===== src/rtl/mem_bus_arbiter.sv =====
// mem_bus_arbiter
//   Shares one Avalon-MM master port between the instruction-fetch path
//   (read-only) and the data load/store path. Round-robin on ties, one access
//   in flight at a time, IDLE -> BUS -> ACK per access.
//
// Parameters
//   WAIT_TIMEOUT  max cycles read/write may sit under waitrequest before the
//                 access is abandoned with err; 0 disables the timeout.
//
// Ports
//   clk, reset                       clock, synchronous active-high reset
//   i_req, i_addr                    fetch request (held until i_ack)
//   i_ack, i_rdata                   fetch done pulse, registered fetch word
//   d_req, d_write, d_addr,
//   d_wdata, d_byteenable            data request (held until d_ack)
//   d_ack, d_rdata                   data done pulse, registered load word
//   err                              pulses with the ack of a timed-out access
//   address, read, write, writedata,
//   byteenable, waitrequest, readdata   Avalon-MM master
module mem_bus_arbiter #(
  parameter int WAIT_TIMEOUT = 0
) (
  input  logic        clk,
  input  logic        reset,
  input  logic        i_req,
  input  logic [31:0] i_addr,
  output logic        i_ack,
  output logic [31:0] i_rdata,
  input  logic        d_req,
  input  logic        d_write,
  input  logic [31:0] d_addr,
  input  logic [31:0] d_wdata,
  input  logic [3:0]  d_byteenable,
  output logic        d_ack,
  output logic [31:0] d_rdata,
  output logic        err,
  output logic [31:0] address,
  output logic        read,
  output logic        write,
  input  logic        waitrequest,
  output logic [31:0] writedata,
  output logic [3:0]  byteenable,
  input  logic [31:0] readdata
);

  localparam logic [1:0] S_IDLE = 2'd0;
  localparam logic [1:0] S_BUS  = 2'd1;
  localparam logic [1:0] S_ACK  = 2'd2;

  // Counter only has to reach WAIT_TIMEOUT-1: the abandon happens on the edge
  // that would take it to WAIT_TIMEOUT.
  localparam int            CW        = (WAIT_TIMEOUT > 0) ? $clog2(WAIT_TIMEOUT + 1) : 1;
  localparam logic [CW-1:0] WAIT_LAST = CW'((WAIT_TIMEOUT > 0) ? WAIT_TIMEOUT - 1 : 0);

  logic [1:0]    state;
  logic          last_d;    // 1 = data port won the previous grant
  logic          gnt_d;     // 1 = data port owns the access in flight
  logic          pick_d;
  logic          timeout_hit;
  logic [CW-1:0] wait_cnt;
  logic [31:0]   sel_addr;

  // Data wins when it is alone, or on a tie when fetch went last.
  always_comb begin
    pick_d      = d_req && (!i_req || !last_d);
    sel_addr    = pick_d ? d_addr : i_addr;
    timeout_hit = (WAIT_TIMEOUT > 0) && waitrequest && (wait_cnt == WAIT_LAST);
  end

  always_ff @(posedge clk) begin
    if (reset) begin
      state      <= S_IDLE;
      last_d     <= 1'b1;
      gnt_d      <= 1'b0;
      wait_cnt   <= '0;
      address    <= '0;
      writedata  <= '0;
      byteenable <= '0;
      read       <= 1'b0;
      write      <= 1'b0;
      i_ack      <= 1'b0;
      d_ack      <= 1'b0;
      err        <= 1'b0;
      i_rdata    <= '0;
      d_rdata    <= '0;
    end else begin
      // Acks and err live exactly for the ACK cycle.
      i_ack <= 1'b0;
      d_ack <= 1'b0;
      err   <= 1'b0;
      case (state)
        S_IDLE: begin
          if (i_req || d_req) begin
            gnt_d    <= pick_d;
            last_d   <= pick_d;
            wait_cnt <= '0;
            address  <= sel_addr & 32'hFFFF_FFFC;
            if (pick_d) begin
              byteenable <= d_byteenable;
              read       <= !d_write;
              write      <= d_write;
              if (d_write) writedata <= d_wdata;
            end else begin
              byteenable <= 4'hF;
              read       <= 1'b1;
              write      <= 1'b0;
            end
            state <= S_BUS;
          end
        end
        S_BUS: begin
          if (!waitrequest) begin
            if (read) begin
              if (gnt_d) d_rdata <= readdata;
              else       i_rdata <= readdata;
            end
            read  <= 1'b0;
            write <= 1'b0;
            i_ack <= !gnt_d;
            d_ack <= gnt_d;
            state <= S_ACK;
          end else if (timeout_hit) begin
            // Abandon: ack the requester so it is not stuck, flag err, keep rdata.
            read  <= 1'b0;
            write <= 1'b0;
            i_ack <= !gnt_d;
            d_ack <= gnt_d;
            err   <= 1'b1;
            state <= S_ACK;
          end else begin
            wait_cnt <= wait_cnt + 1'b1;
          end
        end
        S_ACK:   state <= S_IDLE;
        default: state <= S_IDLE;
      endcase
    end
  end

endmodule


===== config.mk =====
export PLATFORM = sky130hd
export DESIGN_NAME = mem_bus_arbiter
export DESIGN_NICKNAME = d
export VERILOG_FILES = /design/src/rtl/mem_bus_arbiter.sv
export SDC_FILE = /design/constraint.sdc
export NUM_CORES = 1
export LEC_CHECK = 0
export ABC_AREA = 1
export BUFFER_PORTS_ARGS = -buffer_cell sky130_fd_sc_hd__clkbuf_2
export CAP_MARGIN = 40
export CORE_UTILIZATION = 50
export DETAILED_ROUTE_END_ITERATION = 16
export PLACE_DENSITY = 0.86
export SETUP_SLACK_MARGIN = 0.2
export SLEW_MARGIN = 15
export SYNTH_ARGS = -nofsm -noshare
export SYNTH_HDL_FRONTEND = slang
export SYNTH_SLANG_ARGS = --single-unit

===== constraint.sdc =====
create_clock -name clk -period 1.9 [get_ports clk]
set_input_delay 0.19 -clock clk [delete_from_list [all_inputs] [get_ports clk]]
set_output_delay 0.19 -clock clk [all_outputs]
set_load 0.02 [all_outputs]

Word-level counts from Yosys, hierarchy flattened
Cells that the tools add are included.

storage, ports and cells
  bits in registers = 138
  output and inout port bits = 137
  logic and storage cells = 46

operators by class
  eq/ne operators = 3
  muxes and demuxes = 12
  bitwise gates (word level) = 3
  reductions and logical operators = 16

operator list
  operator                                             count
  2-to-1 mux 32 bit                                    1
  AND reduction 4 bit                                  3
  2-to-1 mux 1 bit                                     5
  logical NOT 1 bit                                    4
  2-to-1 mux 2 bit                                     2
  2-to-1 mux 4 bit                                     1
  != test 2 bit, second input constant                 2
  case mux 1 bit (2 select lines)                      2
  case mux 2 bit (2 select lines)                      1
  AND reduction 2 bit                                  2
  inverter 1 bit                                       3
  AND reduction 3 bit                                  1
  OR reduction 3 bit                                   1
  equality test 2 x 1 -> 1 bit, second input constant  1
  logical NOT 2 bit                                    1
  logical OR 1 bit                                     2
  nonzero test 2 bit                                   1
  logical AND 1 bit                                    1

Depth between registers and ports, before layout
Gate-level depths: netlist (run 1).

  depth in word-level cells = 6
  gate-level depth with buffers = 8
  mapped depth without buffers = 6

Worst setup path after synthesis (run 1)
Ideal clock, no wire load.

  kind = reg-to-reg
  from = reg read
  to = reg d_rdata[0]
  library setup time = 0.064 ns
  arrival = 1.159 ns
  data required time = 1.836 ns
  path slack = 0.677 ns
  stages on the path, launching flop included = 6
  path buffers = 1
  path through = dfxtp_1 nand2_1 nor2_2 buf_2 o21ai_0 nor2_1

on the way
  longest elaborated chain between the ends = 1

RTL lines
  element                               RTL line  RTL
  from (decl)                           38        output logic read,
  from (signal assigned)                100       read <= !d_write;
  AND reduction 4 bit (no source line)  -
  to (signal assigned)                  114       if (gnt_d) d_rdata <= readdata;
  to (decl)                             35        output logic [31:0] d_rdata,

Every way passes these cells.
A chain may end at the register's enable or synchronous reset.

Worst setup path after layout (run 1)
  from = reg gnt_d
  to = reg i_rdata[26]

on the way
  longest elaborated chain between the ends = 2

RTL lines
  element                               RTL line  RTL
  from (decl)                           57        logic gnt_d;
  from (signal assigned)                94        gnt_d <= pick_d;
  inverter 1 bit (no source line)       -
  AND reduction 4 bit (no source line)  -
  to (signal assigned)                  115       else i_rdata <= readdata;
  to (decl)                             28        output logic [31:0] i_rdata,

Every way passes these cells.

==> results of run 1 <==
-- placed cells by master, fill, tap and decap left out --
cell and count:
clkbuf_16 16, dfxtp_1 138, nand3_2 2, buf_4 7, clkinv_2 6, clkinv_4 1, nor2_4 2, nor2_2 2
nor3b_1 1, nand2_1 131, inv_2 1, clkinvlp_4 4, nor3_1 33, o21ai_1 24, inv_1 65, clkbuf_8 3
dlygate4sd3_1 115, buf_12 4, bufinv_16 3, a21oi_1 4, conb_1 3, nand3_1 5, nand2_2 1, o21ai_0 75
nand4_1 1, clkbuf_2 267, nor2_1 261
-- area by class of cell --
cell class / count / area [sq um] / share of cell area
multi-input cells: 545 / 2260 / 0.261
flip-flops and latches: 138 / 2760 / 0.319
repair buffers: 393 / 2620 / 0.302
inverters: 68 / 258 / 0.0297
clock buffers: 19 / 442 / 0.0509
well taps: 140 / 175 / 0.0202
clock inverters: 12 / 149 / 0.0172
-- kinds of logic (layout without fill, tap and decap cells) --
group	count (synthesis)	after routing
AND/OR/NAND/NOR	439	439
other	1	3
buffers and inverters	121	492
AO/OA/AOI/OAI	103	103
flip-flops	138	138
-- routing by layer --
| layer | track usage | vias to the layer above | share of wire |
|---|---|---|---|
| li1 | - | 3173 | - |
| met1 | 0.327 | 2894 | 0.35 |
| met2 | 0.612 | 406 | 0.51 |
| met3 | 0.113 | 131 | 0.083 |
| met4 | 0.285 | 0 | 0.065 |
| met5 | 0 | - | 0 |
-- flip-flops by register name (all words and copies together), names as in the netlist --
name and flops:
d_rdata 32, i_rdata 32, writedata 32, address 30, byteenable 4, state 2
d_ack 1, gnt_d 1, i_ack 1, last_d 1, read 1, write 1
-- path summary, 6_finish.rpt --
| path | end | slack, ps |
|---|---|---|
| setup / recovery | i_rdata[26] | 420 |
| hold / removal | address[23] | 7 |
| setup reg to reg | i_rdata[26] | 420 |
| hold reg to reg | last_d | 470 |
-- stage by stage --
stage / cell area [sq um] / hold WS (ps) / util / cells
3_3_place_gp: 6930 / 414 / 0.636 / 1169
6_report: 8670 / 7.06 / 0.796 / 1315
4_1_cts: 8670 / 0.180 / 0.796 / 1315
5_1_grt: 8670 / 18.6 / 0.796 / 1315
2_1_floorplan: 5600 / 325 / - / 804
3_5_place_dp: 6930 / 419 / 0.636 / 1169
-- repair_timing --
item | CTS | global route
endpoints found under the setup margin | 0 | 0
hold endpoints to repair | 134 | 0
hold buffers | 115 | 0
-- critical path, delay by kind of cell, from the launching register on --
kind / cells / cell delay, ps
buffers and inverters: 1 / 380
and+or+nand+nor: 4 / 550
DFF: 1 / 420
-- power by group through the flow --
stage	clock network, W	logic [W]	registers (W)
floorplan	0	0.000517	0.00341
global route	0.00349	0.00148	0.00318
global placement	0	0.00108	0.00321
CTS	0.00334	0.00129	0.00315
finish	0.00332	0.00137	0.00316
detailed placement	0	0.00110	0.00321
==> key figures, run 1 <==
Global routing
  – First-pass GRT wire length: roughly 31000 um
  – Vias in the first global route: 6885
  – Initial antenna violation count: 0
  – Total grt overflow: 0
  – Largest net degree at the start of global routing: 67
  – GRT Total Usage: 0.347

Route
  – Post-route DRC: 0
  – Drt first pass iters: 7
  – Vias: approximately 6600
  – Starting DRT DRC Count: between 500 and 600
  – Final wirelength: about 20000 um
  – Routed Antenna Nets: 0
  – Drt wl/cell: 15.4 um
  – Vias per inst: 5.02

STA
  – Final period utilization: 0.777
  – Final setup fails: 0
  – Worst slew pin tran: 534 ps
  – Fin. max-slew vios: 0
  – Tightest slew margin relative to the limit: 0.644
  – FMAX: around 680 MHz
  – Final Skew: roughly 11 ps
  – Crit path setup slack, layout: 425 ps
  – RSZ-0062 raised after global routing: no
  – Hold Fails Final Rpt: 0
  – Setup TNS: 0 ps
  – Minimum clock period: 1480 ps

Finish
  – Area growth, synth to finish: 55.1%
  – Share of cells above drive strength 1: 0.271
  – Fin nets: 1301
  – Fillers: between 600 and 700
  – ANT cells: 0

Hold path
  – HP Class: in -> reg
  – Critical hold path startpoint: d_addr[23]
  – WHS Path Cells: 5

Synth
  – Area contributors post-synth: dfxtp_1 49%, nor2_1 18%, nand2_1 8.9%, o21ai_0 6.7%, inv_1 4.4%
  – Synth cell count leaders: 261 x nor2_1, 138 x dfxtp_1, 132 x nand2_1, 75 x o21ai_0, 66 x inv_1
  – Synth Cell Area: roughly 0.0056 sq mm
  – Synth Area in Compound Gates: 0.0922
  – Synth Area in Simple Gates: 0.309
  – Largest family of logic cells by synthesized area: simple AND/OR/NAND/NOR gates
  – Seq/Total Area, Yosys: 0.494
  – Flops & latches, synth: roughly 140
  – Xor/xnor cell area share of the yosys netlist: 0
  – Leading cell type by number of instances after synthesis: nor2_1
  – Synthesized area per cell: about 7 sq um
  – Top_reg_cell synth: dfxtp_1
  – Yosys top cell area share: 0.494
  – Warnings from Yosys: 0
  – Netlist cell types: 22
  – Syn Inst Count: between 800 and 900
  – EDFF count, synth: 0
  – Synth area leader: dfxtp_1
  – Synth Area in Adders: 0
  – Post-synthesis mux area share: 0
  – Ys async rst share: 0

Place
  – Post-DP HPWL: approximately 10000 um
  – GP Congestion: between 0.8 and 0.9
  – Port Buf Inserts: between 200 and 300
  – Pre-CTS WS: just over 500 ps

Power
  – P_leak: ~4.5 nW
  – P per Cell Area: 905 mW/mm^2
  – Clk pwr share: 0.423
  – Total Power: between 0.007 and 0.008 W
  – Switching pwr: 0.00218 W
  – Combinational share of power: 0.174
  – IR drop worst, VDD: 768 uV
  – Switching part of the total: 0.278
  – Reg power frac: 0.403
  – Internal power: 0.00567 W

Clocking
  – Post-CTS Setup Inserts: 0
  – CTS tree: done
  – Clock Tree Buf Depth: 2
  – Clk slew on worst S/H paths: around 60 ps
  – CTS resizes: 0
  – H-Tree Depth: 4
  – Num CTS Buffers: 17
  – Root Buffer: clkbuf_8
  – Clk_lat worst skew: 520 ps
  – Num Clock Sinks: about 140

Floorplan
  – IO Count: ~280
  – Row count: 38
  – Die area: 0.0116 sq mm
  – Core Region: around 0.011 sq mm
  – Die Y: around 110 um
  – Initial Util: 0.513
  – Die width: around 110 um

Setup path
  – Critical Path Start: gnt_d
  – CP arrival: about 1900 ps
  – Endpoint class of the critical path: flip-flop
  – Worst Path Max Fanout: 32
  – Worst Setup Path Type: reg -> reg
  – Critical Path Source Type: flip-flop
  – Crit-path cells: nor2_1 -> nand3_2 -> clkinv_2 -> nor2_1 -> nor2_1
  – Worst path max stage delay: roughly 420 ps
  – WP data required: between 2000 and 2500 ps
  – Most used cell, CP: nor2_1
  – CP max-delay cell: dfxtp_1
  – R2R cell count: 5
  – Worst flop-to-flop path startpoint: gnt_d

Outcome
  – Status: finished clean

Run
  – Max-cap violations: 0
Power figures use the tool's default switching activity.
==> run 2, diff against run 1 <==
--- a/config.mk
+++ b/config.mk
@@ -8,9 +8,9 @@
 export ABC_AREA = 1
 export BUFFER_PORTS_ARGS = -buffer_cell sky130_fd_sc_hd__clkbuf_2
 export CAP_MARGIN = 40
-export CORE_UTILIZATION = 50
+export CORE_UTILIZATION = 42
 export DETAILED_ROUTE_END_ITERATION = 16
-export PLACE_DENSITY = 0.86
+export PLACE_DENSITY = 0.77
 export SETUP_SLACK_MARGIN = 0.2
 export SLEW_MARGIN = 15
 export SYNTH_ARGS = -nofsm -noshare
==> constraint.sdc (replaced) <==
create_clock -name clk -period 1.2 [get_ports clk]
set_input_delay 0.12 -clock clk [delete_from_list [all_inputs] [get_ports clk]]
set_output_delay 0.12 -clock clk [all_outputs]
set_load 0.02 [all_outputs]
==> key figures, run 2 (same netlist as run 1, synthesis figures left out) <==
Clocking
  – Num Clock Sinks: 138 (unchanged)
  – Root Buffer: clkbuf_16 (was clkbuf_8)
  – CTS tree: done (unchanged)
  – Clk slew on worst S/H paths: 60 ps (about the same)
  – Clock Tree Buf Depth: 2 (unchanged)
  – Num CTS Buffers: 17 (unchanged)
  – H-Tree Depth: 4 (unchanged)
  – Clk_lat worst skew: 420 ps (was 520 ps)

Finish
  – Fin nets: 1287 (was 1301)
  – Biggest regs: d_rdata: 32 flops, i_rdata: 32 flops, writedata: 32 flops (unchanged)
  – Fillers: 956 (was 647)
  – Most frequent cells in the layout: 246 x nor2_1, 200 x clkbuf_2, 127 x nand2_1 (was 267 x clkbuf_2, 261 x nor2_1, 138 x dfxtp_1)
  – ANT cells: 0 (unchanged)
  – Area growth, synth to finish: 65.9% (was 55.1%)
  – Commonest non-fill, non-tap cell in the layout: nor2_1 (was clkbuf_2)
  – Share of cells above drive strength 1: 0.371 (was 0.271)

STA
  – Hold Fails Final Rpt: 0 (unchanged)
  – Crit path setup slack, layout: -123 ps (was 425 ps)
  – Minimum clock period: 1320 ps (was 1480 ps)
  – RSZ-0062 raised after global routing: yes (was no)
  – Fin. max-slew vios: 0 (unchanged)
  – Final setup fails: 55 (was 0)
  – Final period utilization: 1.10 (was 0.777)
  – Final Skew: 9.45 ps (was 10.9 ps)
  – FMAX: 756 MHz (was 678 MHz)
  – Setup TNS: -1460 ps (was 0 ps)

Setup path
  – Most used cell, CP: nand2_1 (was nor2_1)
  – Endpoint class of the critical path: flip-flop (unchanged)
  – CP delay by family, top: simple AND/OR/NAND/NOR gates (unchanged)
  – WP data required: 1520 ps (was 2300 ps)
  – Worst path max stage delay: 340 ps (was 420 ps)
  – Worst Setup Path Type: reg -> reg (unchanged)
  – WP buf/inv: 2 (was 1)
  – Worst Path Max Fanout: 16 (was 32)
  – CP max-delay cell: dfxtp_2 (was dfxtp_1)
  – CP arrival: 1650 ps (was 1880 ps)
  – Crit-path cells: nor2_4 -> nand4_1 -> buf_6 -> buf_8 -> nand2_1 -> nand2_1 -> nor2_1 (was nor2_1 -> nand3_2 -> clkinv_2 -> nor2_1 -> nor2_1)
  – Critical Path Source Type: flip-flop (unchanged)

Global routing
  – Total grt overflow: 0 (unchanged)
  – First-pass GRT wire length: 28200 um (was 31300 um)
  – Largest net degree at the start of global routing: 82 (was 67)
  – GRT Total Usage: 0.254 (was 0.347)
  – Initial antenna violation count: 0 (unchanged)
  – Vias in the first global route: 6030 (was 6885)

Run
  – Max-cap violations: 0 (unchanged)

Route
  – Vias: 6450 (was 6604)
  – Final wirelength: 19700 um (was 20200 um)
  – Starting DRT DRC Count: 555 (was 514)
  – Vias per inst: 4.84 (was 5.02)
  – Drt wl/cell: 14.8 um (was 15.4 um)
  – Drt first pass iters: 5 (was 7)
  – Routed Antenna Nets: 0 (unchanged)
  – Post-route DRC: 0 (unchanged)

Power
  – IR drop worst, VDD: 818 uV (was 768 uV)
  – P per Cell Area: 1420 mW/mm^2 (was 905 mW/mm^2)
  – Total Power: 0.0132 W (was 0.00784 W)
  – P_leak: 4.70 nW (was 4.54 nW)

Floorplan
  – Die Y: 117 um (was 108 um)
  – Die width: 117 um (was 108 um)
  – Core Region: 0.0128 sq mm (was 0.0109 sq mm)
  – Initial Util: 0.438 (was 0.513)
  – IO Count: 275 (unchanged)
  – Row count: 41 (was 38)
  – Die area: 0.0138 sq mm (was 0.0116 sq mm)

Place
  – GP Congestion: 0.814 (was 0.831)
  – Post-DP HPWL: 10700 um (was 10100 um)
  – Port Buf Inserts: 267 (unchanged)

Outcome
  – Violated checks: negative setup slack
  – Status: finished, violations left (was finished clean)

Hold path
  – HP Class: in -> reg (unchanged)
run 2: cell count changes in the layout (fill, tap and decap cells not counted), sizes merged:
| cell | before | now |
|---|---|---|
| buf | 11 | 101 |
| clkbuf | 286 | 226 |
| dlygate4sd3 | 115 | 69 |
| clkinvlp | 4 | 1 |
| inv | 66 | 69 |
| bufinv | 3 | 5 |
| clkinv | 7 | 8 |
run 2: repair_timing:
action,4_1_cts,5_1_grt
gates resized for setup,56,238
gates cloned,1,5
pin swaps,13,3
buffers inserted,0,11
setup endpoints to repair,271,272
hold endpoints to repair,100,0
hold buffers,69,0
run 2: through the flow:
stage	area [sq um]	instances	hold slack (ps)	util	setup WS [ps]
5_1_grt	9280	1334	33.8	0.726	-204
3_5_place_dp	7140	1216	350	0.559	-45.2
2_1_floorplan	5690	804	255	-	75.8
3_3_place_gp	7140	1216	344	0.559	-10.4
6_report	9280	1334	17.4	0.726	-123
4_1_cts	8660	1318	0.180	0.678	-48.3
run 2: path summary, 6_finish.rpt:
| kind | start | end | slack, ps | cells after the start |
|---|---|---|---|---|
| setup / recovery | state[0] | writedata[18] | -120 | 7 |
| setup reg to reg | state[0] | writedata[18] | -120 | 7 |
| hold / removal | d_write | read | 20 | 4 |
| hold reg to reg | byteenable[1] | byteenable[1] | 470 | 2 |
run 2: power breakdown:
| group | total [W] | switching, W | internal, W |
|---|---|---|---|
| combinational | 0.00235 | 0.00130 | 0.00105 |
| clock | 0.00574 | 0.00205 | 0.00369 |
| sequential | 0.00506 | 0.000182 | 0.00487 |
run 2: worst min-delay path: cells and delay by family:
| kind | cells | cell delay [ps] |
|---|---|---|
| AO/OA/AOI/OAI | 1 | 50 |
| AND/OR/NAND/NOR | 2 | 130 |
| buffers and inverters | 1 | 90 |
run 2: final cells by class:
cell class                      instances  area (sq um)  area share
Tap cell                              172           215      0.0232
Multi-Input combinational cell        545          2380       0.256
Timing Repair Buffer                  379          2940       0.317
Clock inverter                         15           221      0.0239
Clock buffer                           17           425      0.0459
Sequential cell                       138          2830       0.305
Inverter                               68           264      0.0285
run 2: metal layers:
| metal | part of all wire | vias to the layer above | global-route usage |
|---|---|---|---|
| met5 | 0 | - | 0 |
| met4 | 0.062 | 0 | 0.175 |
| met3 | 0.066 | 97 | 0.0773 |
| met2 | 0.50 | 308 | 0.436 |
| met1 | 0.37 | 2886 | 0.267 |
| li1 | - | 3159 | - |
==> run 3, diff against run 2 <==
--- a/config.mk
+++ b/config.mk
@@ -11,7 +11,7 @@
 export CORE_UTILIZATION = 42
 export DETAILED_ROUTE_END_ITERATION = 16
 export PLACE_DENSITY = 0.77
-export SETUP_SLACK_MARGIN = 0.2
+export SETUP_SLACK_MARGIN = 0.02
 export SLEW_MARGIN = 15
 export SYNTH_ARGS = -nofsm -noshare
 export SYNTH_HDL_FRONTEND = slang
==> key figures, run 3 (same netlist as run 1, synthesis figures left out) <==
Clocking
  – Num Clock Sinks: 138 (unchanged)
  – Num CTS Buffers: 17 (unchanged)
  – Root Buffer: clkbuf_16 (unchanged)
  – Clock Tree Buf Depth: 2 (unchanged)
  – Clk_lat worst skew: 420 ps (about the same)
  – Clk slew on worst S/H paths: 60 ps (about the same)
  – CTS tree: done (unchanged)
  – H-Tree Depth: 4 (unchanged)

Global routing
  – First-pass GRT wire length: 29100 um (was 28200 um)
  – Vias in the first global route: 6140 (was 6030)
  – Total grt overflow: 0 (unchanged)
  – GRT Total Usage: 0.263 (was 0.254)
  – Initial antenna violation count: 0 (unchanged)
  – Largest net degree at the start of global routing: 68 (was 82)

Finish
  – Fin nets: 1295 (was 1287)
  – Biggest regs: d_rdata: 32 flops, i_rdata: 32 flops, writedata: 32 flops (unchanged)
  – Area growth, synth to finish: 71.8% (was 65.9%)
  – Fin area: 0.00961 sq mm (was 0.00928 sq mm)
  – Share of cells above drive strength 1: 0.411 (was 0.371)
  – Most frequent cells in the layout: 265 x clkbuf_2, 204 x nor2_1, 134 x dfxtp_1 (was 246 x nor2_1, 200 x clkbuf_2, 127 x nand2_1)
  – ANT cells: 0 (unchanged)
  – Commonest non-fill, non-tap cell in the layout: clkbuf_2 (was nor2_1)

STA
  – FMAX: 725 MHz (was 756 MHz)
  – Fin. max-slew vios: 0 (unchanged)
  – RSZ-0062 raised after global routing: yes (unchanged)
  – Final Skew: 7.98 ps (was 9.45 ps)
  – Minimum clock period: 1380 ps (was 1320 ps)
  – Setup TNS: -6710 ps (was -1460 ps)
  – Hold Fails Final Rpt: 0 (unchanged)
  – Final setup fails: 92 (was 55)
  – Final period utilization: 1.15 (was 1.10)
  – Crit path setup slack, layout: -179 ps (was -123 ps)

Setup path
  – Worst path max stage delay: 360 ps (was 340 ps)
  – Endpoint class of the critical path: flip-flop (unchanged)
  – Crit-path cells: nor2_4 -> nand4_1 -> buf_6 -> buf_12 -> nor2_1 -> nor2_1 (was nor2_4 -> nand4_1 -> buf_6 -> buf_8 -> nand2_1 -> nand2_1 -> nor2_1)
  – WP data required: 1510 ps (was 1520 ps)
  – Worst Setup Path Type: reg -> reg (unchanged)
  – Critical Path Source Type: flip-flop (unchanged)
  – Most used cell, CP: nor2_1 (was nand2_1)
  – Reg2reg end: writedata[6] (was writedata[18])
  – CP arrival: 1680 ps (was 1650 ps)
  – Worst flop-to-flop path startpoint: state[0] (unchanged)
  – CP max-delay cell: dfxtp_4 (was dfxtp_2)
  – FF-to-FF setup slack: -180 ps (was -120 ps)
  – Worst Path Max Fanout: 8 (was 16)
  – R2R cell count: 6 (was 7)

Floorplan
  – Die Y: 117 um (unchanged)
  – Die width: 117 um (unchanged)
  – Core Region: 0.0128 sq mm (unchanged)
  – Die area: 0.0138 sq mm (unchanged)
  – IO Count: 275 (unchanged)
  – Initial Util: 0.438 (unchanged)
  – Row count: 41 (unchanged)

Route
  – Vias: 6670 (was 6450)
  – Drt wl/cell: 16.1 um (was 14.8 um)
  – Drt first pass iters: 4 (was 5)
  – Vias per inst: 4.97 (was 4.84)
  – Final wirelength: 21600 um (was 19700 um)
  – Post-route DRC: 0 (unchanged)
  – Routed Antenna Nets: 0 (unchanged)
  – Starting DRT DRC Count: 404 (was 555)

Run
  – Max-cap violations: 0 (unchanged)

Outcome
  – Status: finished, violations left (unchanged)
  – Violated checks: negative setup slack (unchanged)

Hold path
  – WHS Path Cells: 5 (was 4)
  – Worst Hold Path EP: address[31] (was read)
  – Critical hold path startpoint: d_addr[31] (was d_write)
  – HP Class: in -> reg (unchanged)

Place
  – Post-DP HPWL: 10700 um (about the same)
  – Placement Cell Area: 0.00710 sq mm (was 0.00714 sq mm)
  – Port Buf Inserts: 267 (unchanged)
  – GP Congestion: 0.825 (was 0.814)

Power
  – P per Cell Area: 1370 mW/mm^2 (was 1420 mW/mm^2)
  – IR drop worst, VDD: 1570 uV (was 818 uV)
  – P_leak: 4.82 nW (was 4.70 nW)
[run 3: cell count changes in the layout (fill, tap and decap cells not counted), sizes merged]
cell | previous run | this run
clkbuf | 226 | 296
buf | 101 | 42
clkinv | 8 | 5
clkinvlp | 1 | 3
inv | 69 | 67
bufinv | 5 | 4
dlygate4sd3 | 69 | 70
[run 3: routing by layer]
| metal | part of all wire | vias up | global-route usage |
|---|---|---|---|
| met5 | 0 | - | 0 |
| met4 | 0.054 | 0 | 0.167 |
| met2 | 0.50 | 358 | 0.438 |
| met1 | 0.38 | 3029 | 0.294 |
| li1 | - | 3185 | - |
| met3 | 0.068 | 98 | 0.0754 |
[run 3: how the worst max path moves through the flow]
stage	from	end	slack, ps
after floorplan	state[1]	address[11]	40
after global placement	state[0]	i_rdata[18]	-80
after detailed placement	state[0]	i_rdata[24]	-140
after CTS	state[1]	address[10]	-70
after global routing	state[0]	writedata[2]	-200
final	state[0]	writedata[6]	-180
[run 3: per-stage QoR]
stage	total power (W)	std cells	hold WS, ps	utilization	setup slack (ps)
after CTS	0.0127	1323	6.97	0.687	-68.4
after global routing	0.0136	1342	23.7	0.752	-205
after floorplan	0.00621	804	255	-	44.5
after detailed placement	0.00688	1212	349	0.556	-144
after global placement	0.00686	1212	345	0.556	-78.9
final	0.0132	1342	6.54	0.752	-179
[run 3: critical path, delay by kind of cell, from the launching register on]
family        cells  cell delay (ps)
flops             1              360
simple gates      4              530
buf+inv           2              380
[run 3: area by class of cell]
| cell class | instances | area (sq um) |
|---|---|---|
| Clock inverter | 11 | 170 |
| Fill cell | 881 | 3170 |
| Timing Repair Buffer | 387 | 2940 |
| Clock buffer | 21 | 450 |
| Sequential cell | 138 | 2780 |
| Tap cell | 172 | 215 |
| Inverter | 68 | 270 |
| Multi-Input combinational cell | 545 | 2780 |
[run 3: report_power, final]
group          internal [W]  switching [W]  total [W]
Clock               0.00353        0.00198    0.00551
Sequential          0.00485       0.000167    0.00502
Combinational       0.00113        0.00149    0.00262
Total               0.00952        0.00364     0.0132
[run 3: what timing repair did]
item | in CTS | in global routing
setup buffers | 4 | 4
gates resized for setup | 70 | 163
hold buffers | 70 | 0
pin swaps | 6 | 56
endpoints found under the setup margin | 101 | 131
endpoints found under the hold margin | 105 | 0
gates cloned | 5 | 16
